<file path="config.mk">
export PLATFORM = sky130hd
export DESIGN_NAME = audio_mixer
export DESIGN_NICKNAME = d
export VERILOG_FILES = /design/src/rtl/audio_pkg.sv /design/src/rtl/audio_fader.sv /design/src/rtl/audio_mixer.sv
export SDC_FILE = /design/constraint.sdc
export NUM_CORES = 1
export LEC_CHECK = 0
export BUFFER_PORTS_ARGS = -buffer_cell sky130_fd_sc_hd__buf_2
export CORE_UTILIZATION = 29
export CTS_CLUSTER_DIAMETER = 100
export DETAILED_ROUTE_END_ITERATION = 7
export HOLD_SLACK_MARGIN = 0.03
export SYNTH_ARGS = -nofsm -noshare
export SYNTH_HDL_FRONTEND = slang
export SYNTH_HIERARCHICAL = 1
export SYNTH_SLANG_ARGS = --single-unit
</file>
<file path="constraint.sdc">
create_clock -name clk -period 20.6 [get_ports clk]
set_clock_uncertainty 0.05 [all_clocks]
set_input_delay 2.06 -clock clk [delete_from_list [all_inputs] [get_ports clk]]
set_output_delay 2.06 -clock clk [all_outputs]
set_load 0.05 [all_outputs]
</file>
<file path="src/rtl/audio_pkg.sv">
// Shared types, constants and helpers for the audio mixer and its fader.
package audio_pkg;

    // Fade controller state; the encoding is visible on the fade_state port.
    typedef enum logic [1:0] {
        FADE_OFF  = 2'd0,
        FADE_UP   = 2'd1,
        FADE_ON   = 2'd2,
        FADE_DOWN = 2'd3
    } fade_state_t;

    // A per-channel gain_shift of this value silences the channel entirely.
    localparam logic [2:0] GAIN_MUTE = 3'd7;

    // Unsigned saturation: clamp value to the largest number that fits in width bits.
    function automatic logic [63:0] sat_u(input logic [63:0] value, input int unsigned width);
        logic [63:0] max_val;
        max_val = (width >= 64) ? '1 : ((64'd1 << width) - 64'd1);
        return (value > max_val) ? max_val : value;
    endfunction

endpackage

</file>
<file path="src/rtl/audio_fader.sv">
// Click-free fade controller: a linear level ramp between 0 and 2^FADE_W,
// stepped once per mixer frame and steered by the master sound enable.
module audio_fader
    import audio_pkg::*;
#(
    parameter int FADE_W = 6
) (
    input  logic              clk,
    input  logic              rst,
    input  logic              frame_end,
    input  logic              sound_enable,
    output logic [FADE_W:0]   level,
    output fade_state_t       state
);

    localparam int              LVL_W     = FADE_W + 1;
    localparam logic [LVL_W-1:0] LEVEL_MAX = LVL_W'(1) << FADE_W;

    fade_state_t      state_q, state_d;
    logic [LVL_W-1:0] level_q, level_d;
    logic [LVL_W-1:0] level_inc;
    logic [LVL_W-1:0] level_dec;

    assign level_inc = level_q + LVL_W'(1);
    assign level_dec = level_q - LVL_W'(1);

    // State and level registers; reset puts the output fully faded out.
    // NOTE: reset is asynchronous (in the sensitivity list) and all state uses
    // non-blocking assignment so every flop samples pre-edge values together.
    always_ff @(posedge clk or posedge rst) begin
        if (rst) begin
            state_q <= FADE_OFF;
            level_q <= '0;
        end else begin
            state_q <= state_d;
            level_q <= level_d;
        end
    end

    // Next-state logic; only a frame end may move the ramp.
    // NOTE: defaults are assigned first so no path leaves a variable unassigned,
    // which would otherwise infer a latch.
    always_comb begin
        state_d = state_q;
        level_d = level_q;
        if (frame_end) begin
            case (state_q)
                FADE_OFF: begin
                    if (sound_enable) begin
                        state_d = FADE_UP;
                        level_d = LVL_W'(1);
                    end
                end
                FADE_UP: begin
                    if (!sound_enable) begin
                        // Reversal: hold the level this frame so the ramp has no jump.
                        state_d = FADE_DOWN;
                    end else begin
                        level_d = level_inc;
                        if (level_inc == LEVEL_MAX) begin
                            state_d = FADE_ON;
                        end
                    end
                end
                FADE_ON: begin
                    if (!sound_enable) begin
                        state_d = FADE_DOWN;
                        level_d = level_dec;
                    end
                end
                FADE_DOWN: begin
                    if (sound_enable) begin
                        state_d = FADE_UP;
                    end else begin
                        level_d = level_dec;
                        if (level_dec == '0) begin
                            state_d = FADE_OFF;
                        end
                    end
                end
                default: begin
                    state_d = FADE_OFF;
                    level_d = '0;
                end
            endcase
        end
    end

    assign level = level_q;
    assign state = state_q;

endmodule

</file>
<file path="src/rtl/audio_mixer.sv">
// N-channel audio mixer: scans one channel per clk_en strobe into a wide
// accumulator, saturates the frame sum to OUT_W bits, scales it by the fade
// level and flags clipping until software clears it.
module audio_mixer
    import audio_pkg::*;
#(
    parameter int NCH    = 4,
    parameter int IN_W   = 16,
    parameter int OUT_W  = 16,
    parameter int FADE_W = 6
) (
    input  logic                  clk,
    input  logic                  rst,
    input  logic                  clk_en,
    input  logic [NCH*IN_W-1:0]   ch_in,
    input  logic [NCH*3-1:0]      gain_shift,
    input  logic                  sound_enable,
    input  logic                  clip_clear,
    output logic [OUT_W-1:0]      out,
    output logic                  out_valid,
    output logic                  clip,
    output logic [1:0]            fade_state
);

    localparam int IDX_W  = (NCH > 1) ? $clog2(NCH) : 1;
    // Headroom sized from the wider of input and output so a wide input can never wrap.
    localparam int BASE_W = (IN_W > OUT_W) ? IN_W : OUT_W;
    localparam int ACC_W  = BASE_W + $clog2(NCH) + 1;
    localparam int LVL_W  = FADE_W + 1;
    localparam int PROD_W = OUT_W + LVL_W;

    localparam logic [IDX_W-1:0] IDX_LAST = IDX_W'(NCH - 1);
    localparam logic [ACC_W-1:0] OUT_MAX  = ACC_W'({OUT_W{1'b1}});

    // With one channel the first and last scan slots coincide, so refuse to build.
    generate
        if (NCH < 2 || NCH > 8) begin : g_bad_nch
            $error("audio_mixer: NCH must be in 2..8");
        end
        if (FADE_W < 1) begin : g_bad_fade
            $error("audio_mixer: FADE_W must be at least 1");
        end
    endgenerate

    logic [IDX_W-1:0]  idx_q, idx_d;
    logic [ACC_W-1:0]  acc_q, acc_d;
    logic [OUT_W-1:0]  out_q, out_d;
    logic              out_valid_q, out_valid_d;
    logic              clip_q, clip_d;

    logic [IN_W-1:0]   ch_sel;
    logic [2:0]        shift_sel;
    logic [ACC_W-1:0]  term;
    logic [ACC_W-1:0]  sum;
    logic [OUT_W-1:0]  sat;
    logic [PROD_W-1:0] prod;
    logic              frame_end;
    logic              over;
    logic [LVL_W-1:0]  level;
    fade_state_t       fade_st;

    assign frame_end = clk_en && (idx_q == IDX_LAST);

    // Fade ramp advances once per completed frame.
    audio_fader #(
        .FADE_W (FADE_W)
    ) u_fader (
        .clk          (clk),
        .rst          (rst),
        .frame_end    (frame_end),
        .sound_enable (sound_enable),
        .level        (level),
        .state        (fade_st)
    );

    // Select the channel being scanned and apply its attenuation.
    always_comb begin
        ch_sel    = ch_in[int'(idx_q) * IN_W +: IN_W];
        shift_sel = gain_shift[int'(idx_q) * 3 +: 3];
        term      = '0;
        if (shift_sel != GAIN_MUTE) begin
            term = ACC_W'(ch_sel) >> shift_sel;
        end
    end

    // Frame sum, saturation and fade scaling; full level passes sat unchanged.
    always_comb begin
        sum  = acc_q + term;
        sat  = OUT_W'(sat_u(64'(sum), OUT_W));
        prod = PROD_W'(sat) * PROD_W'(level);
        over = (sum > OUT_MAX);
    end

    // Scan, accumulate and publish; everything holds between strobes except clip clear.
    always_comb begin
        idx_d       = idx_q;
        acc_d       = acc_q;
        out_d       = out_q;
        out_valid_d = 1'b0;
        clip_d      = clip_q;
        if (clip_clear) begin
            clip_d = 1'b0;
        end
        if (clk_en) begin
            if (idx_q == '0) begin
                acc_d = term;
            end else begin
                acc_d = sum;
            end
            if (frame_end) begin
                out_d       = OUT_W'(prod >> FADE_W);
                out_valid_d = 1'b1;
                // A new clip event on the same edge overrides a clear request.
                if (over) begin
                    clip_d = 1'b1;
                end
                idx_d = '0;
            end else begin
                idx_d = idx_q + IDX_W'(1);
            end
        end
    end

    // Mixer state registers; reset abandons any partial frame.
    always_ff @(posedge clk or posedge rst) begin
        if (rst) begin
            idx_q       <= '0;
            acc_q       <= '0;
            out_q       <= '0;
            out_valid_q <= 1'b0;
            clip_q      <= 1'b0;
        end else begin
            idx_q       <= idx_d;
            acc_q       <= acc_d;
            out_q       <= out_d;
            out_valid_q <= out_valid_d;
            clip_q      <= clip_d;
        end
    end

    assign out        = out_q;
    assign out_valid  = out_valid_q;
    assign clip       = clip_q;
    assign fade_state = fade_st;

endmodule

</file>
==> impl_results.md, run 1 <==
- Status: complete, no violations
- GR Overflow Total: 0
- Diode count: 0
- H-tree levels: 2
- Gr usage total: around 15%
- Rows: 59
- Antenna violations before repair: 0
- Crit share post-route: approximately half
- Final cell count without fillers: roughly 1300
- Post-synth EDFFs: 0
- Area growth from synthesis to layout: 12.7%
- DRC Markers: 0
- CTS tree: done
- Critical path launch point type: primary input
- Number of global-route vias before repair: approximately 6700
- Post-synthesis sequential area ratio: 15.2%
- Initial Util: between 20 and 30%
- Max Cap Viol: 0
- Final setup vio count: 0
- CTS Sinks: 48
- Share of layout cells above drive strength 1: between 15 and 20%
- Crit path kind: primary input to flop
- WP data required: just over 20000 ps
- Slew Limit Fails: 0
- Routability cong.: 0.857
- Max transition margin: 36.8%
- CP Capture Type: flop
- DRT Pass-1 Iters: 4
- Final WL: 20100 um
- # hold bufs at CTS: 0
- Syn Inst Count: approximately 900
- Vias post-DR: 6519
- Number of distinct library cells after synthesis: 74
- Slowest Stage Delay on Critical Path: just over 700 ps
- Util after Layout: approximately 34%
- DR WL/cell: ~15 um
- Syn nets: roughly 1100
- Yosys warnings: 6
- Synth Register Bits: 48
- Nets: between 1000 and 1500
- Die Area: ~0.028 mm^2
- First-pass GRT wire length: ~34000 um
- RSZ-0062 raised after global routing: false
- Worst-path maximum fanout: 19
- Half-perimeter wire length after placement: about 16000 um
- Syn Area/Cell: about 8.8 um^2
- Ys async rst share: 100%
- Most frequent CP cell: fa_1
- Least-Margin Pin Slew: around 950 ps
- Area after DPL: just under 0.009 mm^2
- Crit path time final: a little over 10000 ps
- Post_cts resized: 0
- Inst Count DP: roughly 1300
- Hold/Removal Path Class: flop to flop
- Clk_lat worst skew: 320 ps
- Routed vias/inst: roughly 5
- Final hold violations: 0
- Fin area: roughly 0.0089 mm^2
- TritonCTS buffer count: 5
- # Post-CTS Setup Buffers: 0
- Fillers: ~2700
- Critical Path AT: around 10000 ps
- I/O pin total: about 100
- Achievable Freq: around 97 MHz
- DIE HEIGHT: around 170 um
- I/O Buffers: 100
- CTS root buf: clkbuf_16
- Slowest cell on the critical path: mux4_2
- Main synth FF type: dfrtp_1
- Detail Route Antenna Nets: 0
- Total negative slack: 0 ps
- DR iter-0 viols: roughly 340
- Clock buffer depth: 2
- Clock Pin Slew Worst Setup and Hold Paths: roughly 70 ps
- Die width: around 170 um
- Largest net degree at the start of global routing: 41
- Core ar.: about 0.026 mm^2
- Mapped Area: around 0.008 mm^2
[state kept, by name (all words and copies together), names as in the netlist]
name	cells
out	16
acc_q	19
u_fader/state	2
out_valid	1
idx_q	2
clip	1
u_fader/level	7
[cell usage after synthesis, drive strengths merged (18+ instances only)]
cell | instances | share of area (%)
nor2 | 64 | 3.1
xnor2 | 18 | 2.0
mux4 | 21 | 6.0
inv | 94 | 4.5
and2 | 35 | 2.8
nand2 | 73 | 3.5
o21ai | 48 | 3.0
mux2i | 41 | 5.2
nor2b | 57 | 4.5
ha | 63 | 10
clkbuf | 23 | 1.1
dfrtp | 48 | 15
a21oi | 44 | 2.8
fa | 68 | 17
[layout by cell type, fill, tap and decap left out, types with 10 or more instances in the layout]
cell / instances
xnor2_1: 18
dfrtp_1: 48
fa_1: 68
a21o_1: 17
mux4_2: 21
o21ai_0: 47
mux2i_1: 41
a21oi_1: 44
ha_1: 63
nor3_1: 16
nor2b_1: 57
buf_2: 100
inv_1: 93
nand2_1: 73
and2_1: 35
nand3_1: 10
nor2_1: 63
[per-stage QoR]
| stage | setup WS [ps] | hold WS [ps] |
|---|---|---|
| 6_report | 10320 | 424 |
| 5_1_grt | 9690 | 450 |
| 4_1_cts | 10370 | 432 |
| 3_5_place_dp | 10070 | 416 |
| 3_3_place_gp | 10180 | 407 |
| 2_1_floorplan | 10860 | 407 |
[routing by layer]
metal  up-vias  part of all wire (%)  track usage [%]
li1       3236                     -                -
met1      3159                    47             20.1
met2       112                    48             25.5
met3        12                   3.8             2.00
met4         0                   1.0             3.38
met5         -                     0                0
[area by class of cell]
type	instances	area (um^2)	share of cell area, %
repair buffers	107	553	6.23
clock inverters	3	90.1	1.01
multi-input cells	711	6140	69.1
flip-flops and latches	48	1200	13.5
inverters	94	353	3.97
clock buffers	5	125	1.41
well taps	335	419	4.72
[critical path, delay by kind of cell]
kind | cells | cell delay [ps]
fa+ha+maj | 7 | 3100
compound gates | 13 | 2610
mux | 3 | 1360
simple gates | 5 | 1110
buf+inv | 3 | 190
[cell families after synthesis]
logic type / share of synthesized area (%)
xor+xnor: 2.89
buf+inv: 6.89
simple gates: 19.7
mux: 11.7
flops: 15.2
fa+ha+maj: 27.3
compound gates: 16.3
[final timing paths]
path                            depth (start not counted)           from  slack, ps               end
worst max-delay path                                   31  gain_shift[9]      10320           out[11]
max in group asynchronous                               3            rst      18290           out[11]
worst max register to register                         30       idx_q[1]      11220           out[11]
worst min-delay path                                    2         out[7]        420            out[7]
min in group asynchronous                               2            rst       1660  u_fader/state[1]
worst min register to register                          2         out[7]        420            out[7]
Power of run 1 is left out: the tool's default activity adds up to more than one toggle a clock period on the data nets, which glitch-free logic cannot reach.
==> run 2, diff against run 1 <==
clock period = 8.2 ns   (was 20.6 ns; I/O delays follow)
==> run 2 against run 1 <==
Count of clock-buffer cells in the layout stayed put. Hold slack improved by 0.53 ps. Setup slack worse by 10000 ps. Routed wire length increased by 7.2%. Highest routed layer unchanged. Die area unchanged. Non-clock buffer count rose by 179. Utilization increased by 7.2 points.
==> impl_results.md, run 2 (synthesized netlist as in run 1, its figures left out) <==
- Least-Margin Pin Slew: 1250 ps
- Routed vias/inst: between 4 and 5
- H-tree levels: 2
- Critical path launch point type: primary input
- Initial Util: about 30%
- Largest Register: acc_q
- Crit path time final: approximately 8100 ps
- Die width: about 170 um
- Commonest non-fill, non-tap cell in the layout: buf_4
- Area growth from synthesis to layout: 36.7%
- # hold bufs at CTS: 0
- Nets: around 1400
- Most frequent CP cell: fa_1
- DIE HEIGHT: between 150 and 200 um
- Most frequent cells in the layout: buf_4 (173), buf_2 (98), inv_1 (83), nand2_1 (70), fa_1 (65)
- Final WL: between 20000 and 25000 um
- CTS Sinks: between 40 and 50
- Max reg flops: 19
- Hold/Removal Path Class: flop to flop
- Core ar.: 0.0264 mm^2
- Area after DPL: slightly below 0.01 mm^2
- Final cell count without fillers: 1482
- Status: complete, no violations
- I/O Buffers: 100
- Half-perimeter wire length after placement: between 15000 and 20000 um
- Slowest cell on the critical path: mux4_2
- Routability cong.: just under 0.9
- Reg2reg path depth: 34
- Seq. cell area: 0.00120 mm^2
- RSZ-0062 raised after global routing: true
- Fillers: roughly 2600
- Vias post-DR: a little over 7000
- Slew Limit Fails: 0
- Critical Path AT: roughly 8300 ps
- First-pass GRT wire length: 35100 um
- Max Cap Viol: 0
- Clock buffer depth: 2
- Hold Path Cell Cnt: 2
- Share of layout cells above drive strength 1: between 30% and 40%
- DRC Markers: 0
- Achievable Freq: 123 MHz
- Inst Count DP: between 1000 and 1500
- Largest net degree at the start of global routing: 41
- Crit share post-route: a little over nine tenths
- Crit path kind: primary input to flop
- Max transition margin: 15.5%
- Final hold violations: 0
- Setup slack at placement: -663 ps
- Crit path from: gain_shift[9]
- TritonCTS buffer count: 5
- Clock Pin Slew Worst Setup and Hold Paths: 80 ps
- Detail Route Antenna Nets: 0
- GR Overflow Total: 0
- Util after Layout: 40.9%
- PnR worst setup slack: just over 100 ps
- Final setup vio count: 0
- R2r startpoint: idx_q[0]
- Die Area: 0.0278 mm^2
- Gr usage total: 15.6%
- Worst Hold End: out[0]
- Worst-path maximum fanout: 7
- Reg-to-reg endpoint: out[14]
- Area of the multi-input gates: between 0.006 and 0.007 mm^2
- Antenna violations before repair: 0
- CTS root buf: clkbuf_16
- DR iter-0 viols: ~340
- DRT Pass-1 Iters: 5
- Slowest Stage Delay on Critical Path: 610 ps
- Fin area: around 0.011 mm^2
- Reg2Reg Setup Slack: ~190 ps
- I/O pin total: 101
- HP Start: out[0]
- Clk_lat worst skew: between 300 and 400 ps
- DR WL/cell: 14.6 um
- Rows: 59
- WP data required: between 8000 and 9000 ps
- CP Capture Type: flop
- Diode count: 0
- Number of global-route vias before repair: about 7000
- CTS tree: done
-- run 2: how the worst max path moves through the flow --
stage	end	slack, ps
2_1_floorplan	out[10]	5
3_3_place_gp	out[8]	-640
3_5_place_dp	out[8]	-660
4_1_cts	out[10]	-5
5_1_grt	out[14]	-180
6_report	out[8]	100
-- run 2: area by class of cell --
class                      instances  area share [%]
clock buffer                       5            1.16
clock inverter                     3           0.430
inverter                          94            3.27
multi-input combinational        711            61.5
sequential                        48            11.2
tap                              335            3.89
timing repair buffer             286            18.5
-- run 2: timing repair --
action	in CTS	in global routing
setup buffers	3	24
cloned	0	2
resized for setup	19	126
setup endpoints to repair	11	15
pin swaps	4	87
-- run 2: per-layer routing --
layer	global-route usage [%]	wire length, um
met1	20.9	10200
met2	26.4	10500
met3	2.12	590
met4	3.66	251
met5	0	0
-- run 2: critical path, delay by kind of cell --
kind                     cells  cell delay [ps]
AO/OA/AOI/OAI                7             1450
adder cells (fa/ha/maj)      6             2580
buffers and inverters        8              820
multiplexers                 3             1180
AND/OR/NAND/NOR              9             1390
-- run 2: per-stage QoR --
stage / TNS, ps / hold slack (ps)
after CTS: -4.95 / 433
after detailed placement: -7050 / 411
after global placement: -6690 / 406
after global routing: -1190 / 453
final: 0 / 424
after floorplan: 0 / 407
Power of run 2 is left out for the same reason.
==> run 3, diff against run 2 <==
RECOVER_POWER = 50   (was not set)
==> run 3 against run 2 <==
The flow now finishes with violations (capacitance limit, slew limit). Utilization barely moved. Critical path depth unchanged. First-iteration DRC count unchanged. Routed wire length is essentially flat. Register-to-register slack is essentially flat. Non-clock buffer count is the same. Hold slack got worse by 12 ps. Design area about the same. Critical endpoint unchanged.
==> impl_results.md, run 3 (synthesized netlist as in run 1, its figures left out) <==
- Status: finished, violations left
- Violations in the final reports: capacitance limit, slew limit
- Nets: between 1000 and 1500
- Rows: about 60
- Gr usage total: ~16%
- DIE HEIGHT: 167 um
- Final hold violations: 0
- Most frequent cells in the layout: buf_4 (172), buf_2 (94), inv_1 (83), nand2_1 (70), fa_1 (65)
- Slowest cell on the critical path: mux4_2
- Crit share post-route: between 90% and 100%
- Fin area: ~0.011 mm^2
- Largest net degree at the start of global routing: roughly 40
- Detail Route Antenna Nets: 0
- Total negative slack: 0 ps
- Core ar.: about 0.026 mm^2
- I/O pin total: around 100
- CTS root buf: clkbuf_16
- Slowest Stage Delay on Critical Path: 610 ps
- Final WL: 21600 um
- Half-perimeter wire length after placement: between 15000 and 20000 um
- # hold bufs at CTS: 0
- TritonCTS buffer count: 5
- Critical path launch point type: primary input
- Crit path time final: 8100 ps
- Routed vias/inst: slightly below 5
- DRC Markers: 0
- DR WL/cell: approximately 15 um
- Routability cong.: just under 0.9
- WP data required: approximately 8400 ps
- DRT Pass-1 Iters: 5
- Fillers: ~2600
- Initial Util: between 20% and 30%
- Clk_lat worst skew: between 300 and 400 ps
- Antenna violations before repair: 0
- Diode count: 0
- Crit path kind: primary input to flop
- Clock buffer depth: 2
- Area after DPL: 0.00985 mm^2
- Die Area: 0.0278 mm^2
- DR iter-0 viols: between 300 and 400
- PnR worst setup slack: 101 ps
- Hold/Removal Path Class: primary input to asynchronous set/reset pin
- Slew Limit Fails: 40
- CP Capture Type: flop
- Inst Count DP: ~1400
- Critical Path AT: roughly 8300 ps
- Least-Margin Pin Slew: approximately 2300 ps
- Die width: approximately 170 um
- Share of layout cells above drive strength 1: a little under two fifths
- Final setup vio count: 0
- Setup slack at placement: -663 ps
- Max transition margin: -55.9%
- Clock Pin Slew Worst Setup and Hold Paths: 80 ps
- CTS Sinks: 48
- First-pass GRT wire length: 35100 um
- Vias post-DR: between 7000 and 8000
- H-tree levels: 2
- Largest Register: acc_q
- Achievable Freq: about 120 MHz
- Most frequent CP cell: fa_1
- Commonest non-fill, non-tap cell in the layout: buf_4
- GR Overflow Total: 0
- RSZ-0062 raised after global routing: true
- Area growth from synthesis to layout: 36.6%
- Max reg flops: 19
- Worst-path maximum fanout: 7
- I/O Buffers: 100
- Max Cap Viol: 1
- Number of global-route vias before repair: 7105
- CTS tree: done
- Final cell count without fillers: about 1500
run 3: critical path, delay by kind of cell:
kind                       cells  cell delay, ps
adders and majority gates      6            2580
buffers and inverters          8             820
and+or+nand+nor                9            1390
AOI/OAI and AO/OA              7            1450
muxes                          3            1180
run 3: repair_timing:
item	CTS	global route
resized for setup	19	126
cloned	0	2
setup buffers	3	24
pin swaps	4	87
endpoints found under the setup margin	11	15
run 3: metal layers:
metal / wire, um / global-route usage (%) / vias to the layer above
met1: 10200 / 20.9 / 3525
met3: 598 / 2.12 / 14
met4: 251 / 3.66 / 0
met5: 0 / 0 / -
li1: - / - / 3601
met2: 10500 / 26.4 / 96
run 3: final timing paths:
check | start | to | slack, ps | cells after the start
max | gain_shift[9] | out[8] | 100 | 33
min | rst | u_fader/state[0] | 410 | 2
max reg2reg | idx_q[0] | out[14] | 190 | 34
min reg2reg | out[0] | out[0] | 420 | 2
max in group asynchronous | rst | idx_q[0] | 5290 | 3
min in group clk | out[0] | out[0] | 420 | 2
run 3: stage by stage:
| stage | util (%) | hold WS [ps] |
|---|---|---|
| 3_3_place_gp | 37.4 | 406 |
| 2_1_floorplan | - | 407 |
| 4_1_cts | 38.3 | 433 |
| 3_5_place_dp | 37.4 | 411 |
| 5_1_grt | 40.9 | 453 |
| 6_report | 40.9 | 413 |
run 3: final cells by class:
cell class                 count  area (um^2)  area share, %
multi-input combinational    711         6630           61.6
timing repair buffer         286         1990           18.5
sequential                    48         1200           11.2
tap                          335          419           3.89
inverter                      94          353           3.28
clock buffer                   5          125           1.16
clock inverter                 3         46.3          0.430
Power of run 3 is left out for the same reason.
